### src/rtl/tt_um_pchri03_top.sv
// rtl/tt_um_pchri03_top.sv - APB3 zero-wait-state slave with scratch registers, checksum and write counter
module tt_um_pchri03_top (
    input  logic [7:0] ui_in,
    output logic [7:0] uo_out,
    input  logic [7:0] uio_in,
    output logic [7:0] uio_out,
    output logic [7:0] uio_oe,
    input  logic       ena,
    input  logic       clk,
    input  logic       rst_n
);

    localparam logic [7:0] ID_VALUE = 8'hA5;

    logic [2:0] paddr;
    logic       penable;
    logic       pwrite;
    logic       access;
    logic       wr_ok;
    logic       pready;
    logic       pslverr;
    logic [7:0] sum_val;
    logic [7:0] xor_val;
    logic [7:0] rd_mux;
    logic [7:0] reg_q [4];
    logic [7:0] reg_d [4];
    logic [7:0] wcnt_q;
    logic [7:0] wcnt_d;
    logic       unused_bits;

    assign paddr       = uio_in[2:0];
    assign penable     = uio_in[3];
    assign pwrite      = uio_in[4];
    assign unused_bits = &{1'b0, uio_in[7:5]};

    assign access = ena & penable;
    // Only the four scratch registers are writable; addresses 4-7 have bit 2 set.
    assign wr_ok  = access & pwrite & ~paddr[2];

    always_comb begin
        for (int i = 0; i < 4; i++) begin
            reg_d[i] = reg_q[i];
        end
        wcnt_d = wcnt_q;
        if (wr_ok) begin
            reg_d[paddr[1:0]] = ui_in;
            wcnt_d            = wcnt_q + 8'd1;
        end
    end

    always_ff @(posedge clk or negedge rst_n) begin
        if (!rst_n) begin
            for (int i = 0; i < 4; i++) begin
                reg_q[i] <= 8'h00;
            end
            wcnt_q <= 8'h00;
        end else begin
            for (int i = 0; i < 4; i++) begin
                reg_q[i] <= reg_d[i];
            end
            wcnt_q <= wcnt_d;
        end
    end

    assign sum_val = reg_q[0] + reg_q[1] + reg_q[2] + reg_q[3];
    assign xor_val = reg_q[0] ^ reg_q[1] ^ reg_q[2] ^ reg_q[3];

    always_comb begin
        rd_mux = 8'h00;
        case (paddr)
            3'd0:    rd_mux = reg_q[0];
            3'd1:    rd_mux = reg_q[1];
            3'd2:    rd_mux = reg_q[2];
            3'd3:    rd_mux = reg_q[3];
            3'd4:    rd_mux = sum_val;
            3'd5:    rd_mux = xor_val;
            3'd6:    rd_mux = ID_VALUE;
            default: rd_mux = wcnt_q;
        endcase
    end

    // Gating with rst_n keeps the constant ID off the bus while held in reset.
    assign uo_out  = (rst_n & ena & ~pwrite) ? rd_mux : 8'h00;
    assign pready  = rst_n & access;
    assign pslverr = pready & pwrite & paddr[2];
    assign uio_out = {1'b0, pslverr, pready, 5'b0_0000};
    assign uio_oe  = 8'b0110_0000;

endmodule

### config.mk
export PLATFORM = sky130hd
export DESIGN_NAME = tt_um_pchri03_top
export DESIGN_NICKNAME = d
export VERILOG_FILES = /design/src/rtl/tt_um_pchri03_top.sv
export SDC_FILE = /design/constraint.sdc
export NUM_CORES = 1
export LEC_CHECK = 0
export ABC_CLOCK_PERIOD_IN_PS = 3780
export CAP_MARGIN = 10
export CORE_ASPECT_RATIO = 1.5
export CORE_UTILIZATION = 35
export CTS_CLUSTER_DIAMETER = 50
export CTS_CLUSTER_SIZE = 24
export DETAILED_ROUTE_END_ITERATION = 10
export HOLD_SLACK_MARGIN = 0.15
export PLACE_DENSITY = 0.53
export SYNTH_ARGS = -nofsm -noshare
export SYNTH_HDL_FRONTEND = slang
export SYNTH_SLANG_ARGS = --single-unit
export TNS_END_PERCENT = 30
### constraint.sdc
create_clock -name clk -period 3.78 [get_ports clk]
set_clock_uncertainty 0.15 [all_clocks]
set_input_delay 0.567 -clock clk [delete_from_list [all_inputs] [get_ports clk]]
set_output_delay 0.567 -clock clk [all_outputs]
set_load 0.05 [all_outputs]
Word-level counts from Yosys, hierarchy flattened. Index checks and enable logic that the tools add are counted. Widths: inputs -> output; s select.

Bitwise operators: 14. Reduce and logical (&&, ||, !) cells: 2. $add $sub $neg: 4. Order comparisons: 2. Multiplexer cells: 5. Equal/unequal tests: 6.

Operator list (count): $pmux 8 s7 (1); $bwmux 32 (1); $add 8x8->8 (3); $xor 8x8->8 (3); $demux 8 s2 (1); $mux 8 (2); $eq 3x3->1 const B (3); $add 8x1->8 const B (1); $and 1x1->1 (8); $eq 3x2->1 const B (2); $eq 3x1->1 const B (1); $ge 3x3->1 const B (1); $logic_not 3->1 (1); $lt 3x1->1 const B (1); $not 2->3 (1); $not 1->1 (2); $logic_and 1x1->1 (1).

Logic and storage cells: 38. Input bits: 19. Output and inout bits: 24. Bits in registers: 40.

Longest topological paths before layout. Gate-level depths: netlist of run 1.

Depth in word-level cells: 6. Gate-level depth with buffers: 12. Depth with buffers taken out: 12.

Worst setup path after synthesis of run 1. Ideal clock, no wire load.

Path type: register to output. From: reg reg_q[1] in the netlist's numbering. To: out uo_out[5]. Buffers on the path: 0. Slack: -0.250 ns. Data required time: 3.063 ns. Cell stages (with the launch flop): 13. Arrival: 3.313 ns. Cell sequence: dfrtp_1 inv_1 fa_1 fa_1 inv_1 ha_1 inv_1 fa_1 nor2b_1 o21ai_0 a21oi_1 nand3_1 a31oi_1.

Word-level cells in the longest chain between the ends: 3.

Ends and longest elaborated chain: start: declaration (RTL line 25) `logic [7:0] reg_q [4];`; start signal: indexed assignment (RTL line 59) `reg_q[i] <= reg_d[i];`; $add 8x8->8 (RTL line 65) `assign sum_val = reg_q[0] + reg_q[1] + reg_q[2] + reg_q[3];`; $pmux 8 s7 (RTL line 70) `case (paddr)`; $mux 8 (RTL line 83) `assign uo_out = (rst_n & ena & ~pwrite) ? rd_mux : 8'h00;`; end: declaration (RTL line 4) `output logic [7:0] uo_out,`.

No other way between the ends.

Final worst setup path of run 1.
From: reg reg_q[10] in the netlist's numbering. To: out uo_out[7].

Word-level cells in the longest chain between the ends: 4.

Ends and longest elaborated chain (RTL line): $add 8x8->8 (2 in a row) (65); $pmux 8 s7 (70); $mux 8 (83).

No other way between the ends.

==> impl_results.md, run 1 <==
- Sequential share of the synthesized area: 32.6%
- HP Class: primary input to asynchronous set/reset pin
- CTS buffer count: 5
- Endpoints failing setup: 6
- Sw frac: 40.3%
- Reg2reg start: wcnt_q[2]$_DFFE_PN0P_
- Synth cell count leaders: dfrtp_1, inv_1, nand2_1
- Worst-path maximum fanout: 2
- Flop2flop setup slack: 2.56 ns
- Wire per inst: 15.5 um
- Gr ovfl total: 0
- Clock transition at path regs: 0.06 ns
- Initial DRC Count: 140
- Crit path launch: reg_q[10]$_DFFE_PN0P_
- Power per cell area: 679 nW/um2
- Top_reg_cell synth: dfrtp_1
- Post-route DRC violation count: 0
- Max-cap violations: 0
- Register area: 1000 um2
- Endpoint class of the critical path: primary output
- Largest net degree at the start of global routing: 41
- Setup_tns: -0.476 ns
- Num rows: 41
- Clock Path Buffers: 2
- WS Path Type: flop to primary output
- Worst R2R Path Depth: 3
- CTS root buffer: clkbuf_16
- Core Area: 8460 um2
- Fillers: 828
- WP data required: 3.06 ns
- Number of H-tree levels: 2
- Final wirelength: 7.25 mm
- Final hold violation count: 0
- CTS tree: yes
- Failing checks: setup timing
- Max VDD drop: 0.255 mV
- Detailed Routing Iterations Pass 1: 4
- Outcome: complete, but fails checks
- Internal: 0.00152 W
- Critical Path Start Type: flop
- Initial antenna violation count: 0
- Period utilization: 105%
- Routed Antenna Nets: 0
- Switching power: 0.00102 W
- Seq pwr share: 24.1%
- Pins Over Slew Limit: 0
- Total GRT Usage: 17.6%
- Most common cell in the netlist: dfrtp_1
- RSZ-0062 raised after global routing: true
- Synth Area per Inst: 9.53 um2
- Top-area cell type share of the netlist area: 32.6%
- Clock latency on the worst-skew pair: 0.29 ns
- # port buffers: 25
- Vias/cell: 5.01
- Post-layout min period: 3.96 ns
- GP Congestion: 0.764
- Synthesized instance count: 322
- Leak pwr: 1.66 nW
- Total number of vias: 2338
- Synth Cell Area: 3070 um2
- Yosys warning count: 0
- Worst r2r dst: wcnt_q[7]$_DFFE_PN0P_
- Nets: 401
- Initial Util: 36.2%
- First-pass GRT wire length: 11.8 mm
- CTS Sinks: 40
- Die ar.: 9150 um2
- Area Overhead vs Synth: 21.9%
- Distinct cells, synth: 49
- Number of synthesized flops with an enable pin: 0
- # IOs: 43
- Worst slew margin: 60.4%
- # diodes: 0
- Hold_ws: 0.295 ns
- Leading cell types by total area after synthesis: dfrtp_1, fa_1, xnor2_1
- Multi-input gate area: 1850 um2
- HPWL after DPL: 5.21 mm
- FF+latch count, synth: 40
- Max Clk Rate: 252 MHz
- Ys async rst share: 100%
- Layout cell share with drive strength beyond 1: 23.1%
- Combinational share of power: 59.8%
- Die width: 78.4 um
- Clock power share: 16.0%
- Yosys top cell by area: dfrtp_1
- Worst setup margin: -0.182 ns
- Vias in the first global route: 2281
- Util after Layout: 44.2%
- Arrival time worst endpoint: 3.24 ns
- Slew @ Worst Pin: 0.593 ns
- Chip height: 117 um
what timing repair did:
action                     CTS  global route
setup buffers                4             2
hold buffers                 0             0
setup endpoints to repair    6             6
pin swaps                   15            11
resized for setup           16             5
hold endpoints to repair     0             0
per-layer routing:
layer	vias to the layer above	wire (um)	share of wire, %	track usage [%]
met4	0	177	2.4	8.02
li1	1125	-	-	-
met5	-	0	0	0
met3	11	251	3.5	3.28
met2	45	3700	51	30.4
met1	1157	3120	43	21.2
cell families (layout without fill, tap and decap cells):
| group | Yosys count | after routing | share of synthesized area [%] |
|---|---|---|---|
| AND/OR/NAND/NOR | 66 | 66 | 11.2 |
| other | 2 | 14 | 0.245 |
| XOR/XNOR | 34 | 34 | 10.2 |
| flip-flops | 40 | 40 | 32.6 |
| AO/OA/AOI/OAI | 70 | 70 | 13.9 |
| buffers and inverters | 67 | 93 | 11.3 |
| adder cells (fa/ha/maj) | 22 | 22 | 12.4 |
| multiplexers | 21 | 21 | 8.28 |
power groups by stage:
stage / clock (W) / sequential (W) / combinational [W]
after floorplan: 0 / 0.000601 / 0.00104
after global routing: 0.000438 / 0.000624 / 0.00170
final: 0.000408 / 0.000612 / 0.00152
after global placement: 0 / 0.000616 / 0.00128
after CTS: 0.000424 / 0.000612 / 0.00143
after detailed placement: 0 / 0.000621 / 0.00130
worst max-delay path, stage by stage, from the launching register on:
cell and delay [ns]:
dfrtp_1 0.36, inv_2 0.05, fa_1 0.52, fa_1 0.52
buf_4 0.16, fa_2 0.38, nor2b_2 0.14, o31a_1 0.19
o22ai_2 0.10, xnor2_2 0.14, o22ai_2 0.23, buf_12 0.17
through the flow:
stage	worst slack [ns]	area, um2	total power (W)	cells
5_1_grt	-0.320	3740	0.00276	467
6_report	-0.182	3740	0.00254	467
2_1_floorplan	-0.126	3120	0.00164	334
3_3_place_gp	0.00170	3490	0.00190	454
3_5_place_dp	-0.0185	3490	0.00192	454
4_1_cts	-0.274	3700	0.00247	465
area by class of cell:
cell class	count	share of cell area [%]
Multi-Input combinational cell	227	49.5
Sequential cell	40	26.8
Timing Repair Buffer	46	12.6
Inverter	40	4.01
Tap cell	107	3.58
Clock buffer	6	3.45
Clock inverter	1	0.134
registers in the layout, summed over array words and instances, names as in the netlist:
| signal | cells |
|---|---|
| reg_q | 32 |
| wcnt_q | 8 |
how the worst max path moves through the flow:
stage                     end  slack [ns]  cells past startpoint
floorplan           uo_out[3]       -0.13                     11
global placement    uo_out[7]       0.002                     13
detailed placement  uo_out[7]       -0.02                     13
CTS                 uo_out[7]       -0.27                     13
global route        uo_out[7]       -0.32                     11
finish              uo_out[7]       -0.18                     11
layout by cell type, fill, tap and decap left out, drive strengths merged, types with 12 or more instances in the layout:
cell type / synthesis / layout
dfrtp: 40 / 40
inv: 40 / 40
nand2: 34 / 34
o21ai: 32 / 32
buf: 25 / 30
xnor2: 25 / 25
clkdlybuf4s50: 0 / 16
mux2: 15 / 15
conb: 2 / 14
fa: 14 / 14
a21oi: 12 / 12
Power figures use the tool's default switching activity.
==> run 2: changes to the inputs <==
--- a/config.mk
+++ b/config.mk
@@ -6,7 +6,7 @@
 export NUM_CORES = 1
 export LEC_CHECK = 0
 export ABC_CLOCK_PERIOD_IN_PS = 3780
-export CAP_MARGIN = 10
+export CAP_MARGIN = 20
 export CORE_ASPECT_RATIO = 1.5
 export CORE_UTILIZATION = 35
 export CTS_CLUSTER_DIAMETER = 50
@@ -14,6 +14,7 @@
 export DETAILED_ROUTE_END_ITERATION = 10
 export HOLD_SLACK_MARGIN = 0.15
 export PLACE_DENSITY = 0.53
+export SLEW_MARGIN = 30
 export SYNTH_ARGS = -nofsm -noshare
 export SYNTH_HDL_FRONTEND = slang
 export SYNTH_SLANG_ARGS = --single-unit
==> results of run 2 <==
Final layout, timing and power as in run 1 (identical DEF).
==> run 3: changes to the inputs <==
--- a/config.mk
+++ b/config.mk
@@ -14,6 +14,7 @@
 export DETAILED_ROUTE_END_ITERATION = 10
 export HOLD_SLACK_MARGIN = 0.15
 export PLACE_DENSITY = 0.53
+export SETUP_SLACK_MARGIN = 0.4
 export SLEW_MARGIN = 30
 export SYNTH_ARGS = -nofsm -noshare
 export SYNTH_HDL_FRONTEND = slang
==> run 3 against run 2 <==
Against the previous run:
- the run still ends with setup timing left
- flip-flop and latch count unchanged
- first-iteration DRC count shrank 16%
- sequential power hardly changed
- wire length is 0.22% higher
- hold slack worse by 0.086 ns
==> impl_results.md, run 3 (synthesis gave the netlist of run 1 again) <==
- # port buffers: 25 (unchanged)
- Worst setup margin: -0.152 ns (+0.0295 ns)
- Placed Area: 3540 um2 (+1.4%)
- Number of placed instances, taps included: 454 (unchanged)
- Leak pwr: 1.66 nW (+0.20%)
- First-pass GRT wire length: 12.2 mm (+3.4%)
- Post-layout min period: 3.93 ns (-0.0295 ns)
- Power per cell area: 676 nW/um2 (-0.45%)
- Design area: 3760 um2 (+0.50%)
- CTS root buffer: clkbuf_16
- CTS Sinks: 40 (unchanged)
- Fillers: 836 (+0.97%)
- Layout cell share with drive strength beyond 1: 21.9% (-1.1 points)
- Crit path launch: reg_q[1]$_DFFE_PN0P_
- Vias/cell: 5.01 (+0.17%)
- Outcome: complete, but fails checks
- Die width: 78.4 um (unchanged)
- Max VDD drop: 0.294 mV (+15%)
- Vias in the first global route: 2445 (+7.2%)
- CTS tree: yes
- # IOs: 43 (unchanged)
- CP top delay family: adder cells
- Top reg by flops: reg_q
- Number of H-tree levels: 2 (unchanged)
- Post-route DRC violation count: 0 (unchanged)
- Endpoints failing setup: 5 (-1)
- Total GRT Usage: 18.0% (+0.45 points)
- Gr ovfl total: 0 (unchanged)
- Arrival time worst endpoint: 3.21 ns (-0.03 ns)
- Final hold violation count: 0 (unchanged)
- Failing checks: setup timing
- Clock Path Buffers: 2 (unchanged)
- Final wirelength: 7.27 mm (+0.22%)
- Most common cell after layout, fill and taps aside: dfrtp_1
- Initial DRC Count: 117 (-16%)
- Detailed Routing Iterations Pass 1: 4 (unchanged)
- Crit-path slowest cell: fa_1
- Max-cap violations: 0 (unchanged)
- Nets: 400 (-0.25%)
- Worst slew margin: 48.0% (-12 points)
- Wire per inst: 15.6 um (+0.22%)
- CTS buffer count: 5 (unchanged)
- GP Congestion: 0.813 (+6.5%)
- CP dominant cell by count: inv_2
- Largest registers: reg_q (32), wcnt_q (8)
- Routed Antenna Nets: 0 (unchanged)
- Core Area: 8460 um2 (unchanged)
- Clock latency on the worst-skew pair: 0.28 ns (about the same)
- Endpoint class of the critical path: primary output
- Critical Path Start Type: flop
- Critical-path cell list: inv_2 > fa_1 > fa_1 > inv_2 > ha_4 > inv_2 > fa_2 > nor2b_2 > o31a_1 > o22ai_2 > xnor2_2 > o22ai_4 > buf_12
- Max Clk Rate: 254 MHz (+0.75%)
- Initial Util: 36.2% (unchanged)
- Die ar.: 9150 um2 (unchanged)
- Num rows: 41 (unchanged)
- Worst Path Buf+Inv: 4 (+1)
- Commonest cells after routing, fill and taps aside: dfrtp_1, nand2_1, inv_1
- Max stage delay on crit path: 0.59 ns (+0.07 ns)
- Clock transition at path regs: 0.06 ns (about the same)
- Pins Over Slew Limit: 0 (unchanged)
- Flop2flop setup slack: 2.57 ns (about the same)
- Slew @ Worst Pin: 0.778 ns (+0.185 ns)
- Initial antenna violation count: 0 (unchanged)
- Period utilization: 104% (-0.78 points)
- WS Path Type: flop to primary output
- Worst-path maximum fanout: 2 (unchanged)
- Largest net degree at the start of global routing: 25 (-39%)
- # diodes: 0 (unchanged)
- WP data required: 3.06 ns (about the same)
- Final Non-Filler Cells: 467 (unchanged)
- Chip height: 117 um (unchanged)
- Total number of vias: 2342 (+0.17%)
- HPWL after DPL: 5.56 mm (+6.6%)
- Area Overhead vs Synth: 22.5%
- Largest register FFs: 32 (unchanged)
- HP Class: primary input to asynchronous set/reset pin
- RSZ-0062 raised after global routing: true
- Pre-CTS setup slack: -0.0156 ns (+0.00283 ns)
- Reg2reg start: wcnt_q[2]$_DFFE_PN0P_
run 3: cell count changes in the layout (fill, tap and decap cells not counted), sizes merged:
cell,delta
dlygate4sd3,+1
buf,-2
clkbuf,+2
clkinv,-1
run 3: layout make-up:
class | count | area, um2 | share of cell area [%]
inverters | 40 | 150 | 3.99
clock buffers | 8 | 146 | 3.89
multi-input cells | 227 | 1860 | 49.5
flip-flops and latches | 40 | 1000 | 26.6
repair buffers | 45 | 465 | 12.4
well taps | 107 | 134 | 3.56
run 3: routing by layer:
layer / up-vias / GRT usage [%] / wire length [um]
met3: 9 / 2.50 / 232
met5: - / 0 / 0
met1: 1161 / 19.9 / 2910
met2: 45 / 34.2 / 3990
li1: 1127 / - / -
met4: 0 / 7.78 / 129
run 3: metrics by stage:
step / hold WS [ns] / total power, W / TNS, ns / utilization [%]
2_1_floorplan: 0.121 / 0.00168 / 0 / -
5_1_grt: 0.236 / 0.00276 / -1.12 / 44.4
4_1_cts: 0.221 / 0.00253 / -0.502 / 44.2
6_report: 0.209 / 0.00254 / -0.401 / 44.4
3_5_place_dp: 0.324 / 0.00199 / -0.0156 / 41.8
3_3_place_gp: 0.317 / 0.00197 / 0 / 41.8
run 3: final timing paths:
path / endpoint / depth (start not counted)
hold / removal: reg_q[25]$_DFFE_PN0P_ / 2
hold reg to reg: wcnt_q[7]$_DFFE_PN0P_ / 1
max in group asynchronous: reg_q[7]$_DFFE_PN0P_ / 2
setup / recovery: uo_out[7] / 13
setup reg to reg: wcnt_q[6]$_DFFE_PN0P_ / 3
min in group clk: wcnt_q[7]$_DFFE_PN0P_ / 1
run 3: what timing repair did:
action | 4_1_cts | 5_1_grt
setup endpoints to repair | 6 | 6
resized for setup | 10 | 2
pin swaps | 17 | 5
endpoints found under the hold margin | 16 | 0
hold buffers | 1 | 0
buffers inserted | 2 | 2
run 3: power breakdown:
part	internal, W	switching (W)
clock network	0.000263	0.000160
registers	0.000522	0.0000911
logic	0.000732	0.000772
total	0.00152	0.00102
run 3: worst register-to-register path, stage by stage, from the launching register on:
cell and delay [ns]:
dfrtp_1 0.42, and3_1 0.24, nand4_1 0.14, xnor2_1 0.15
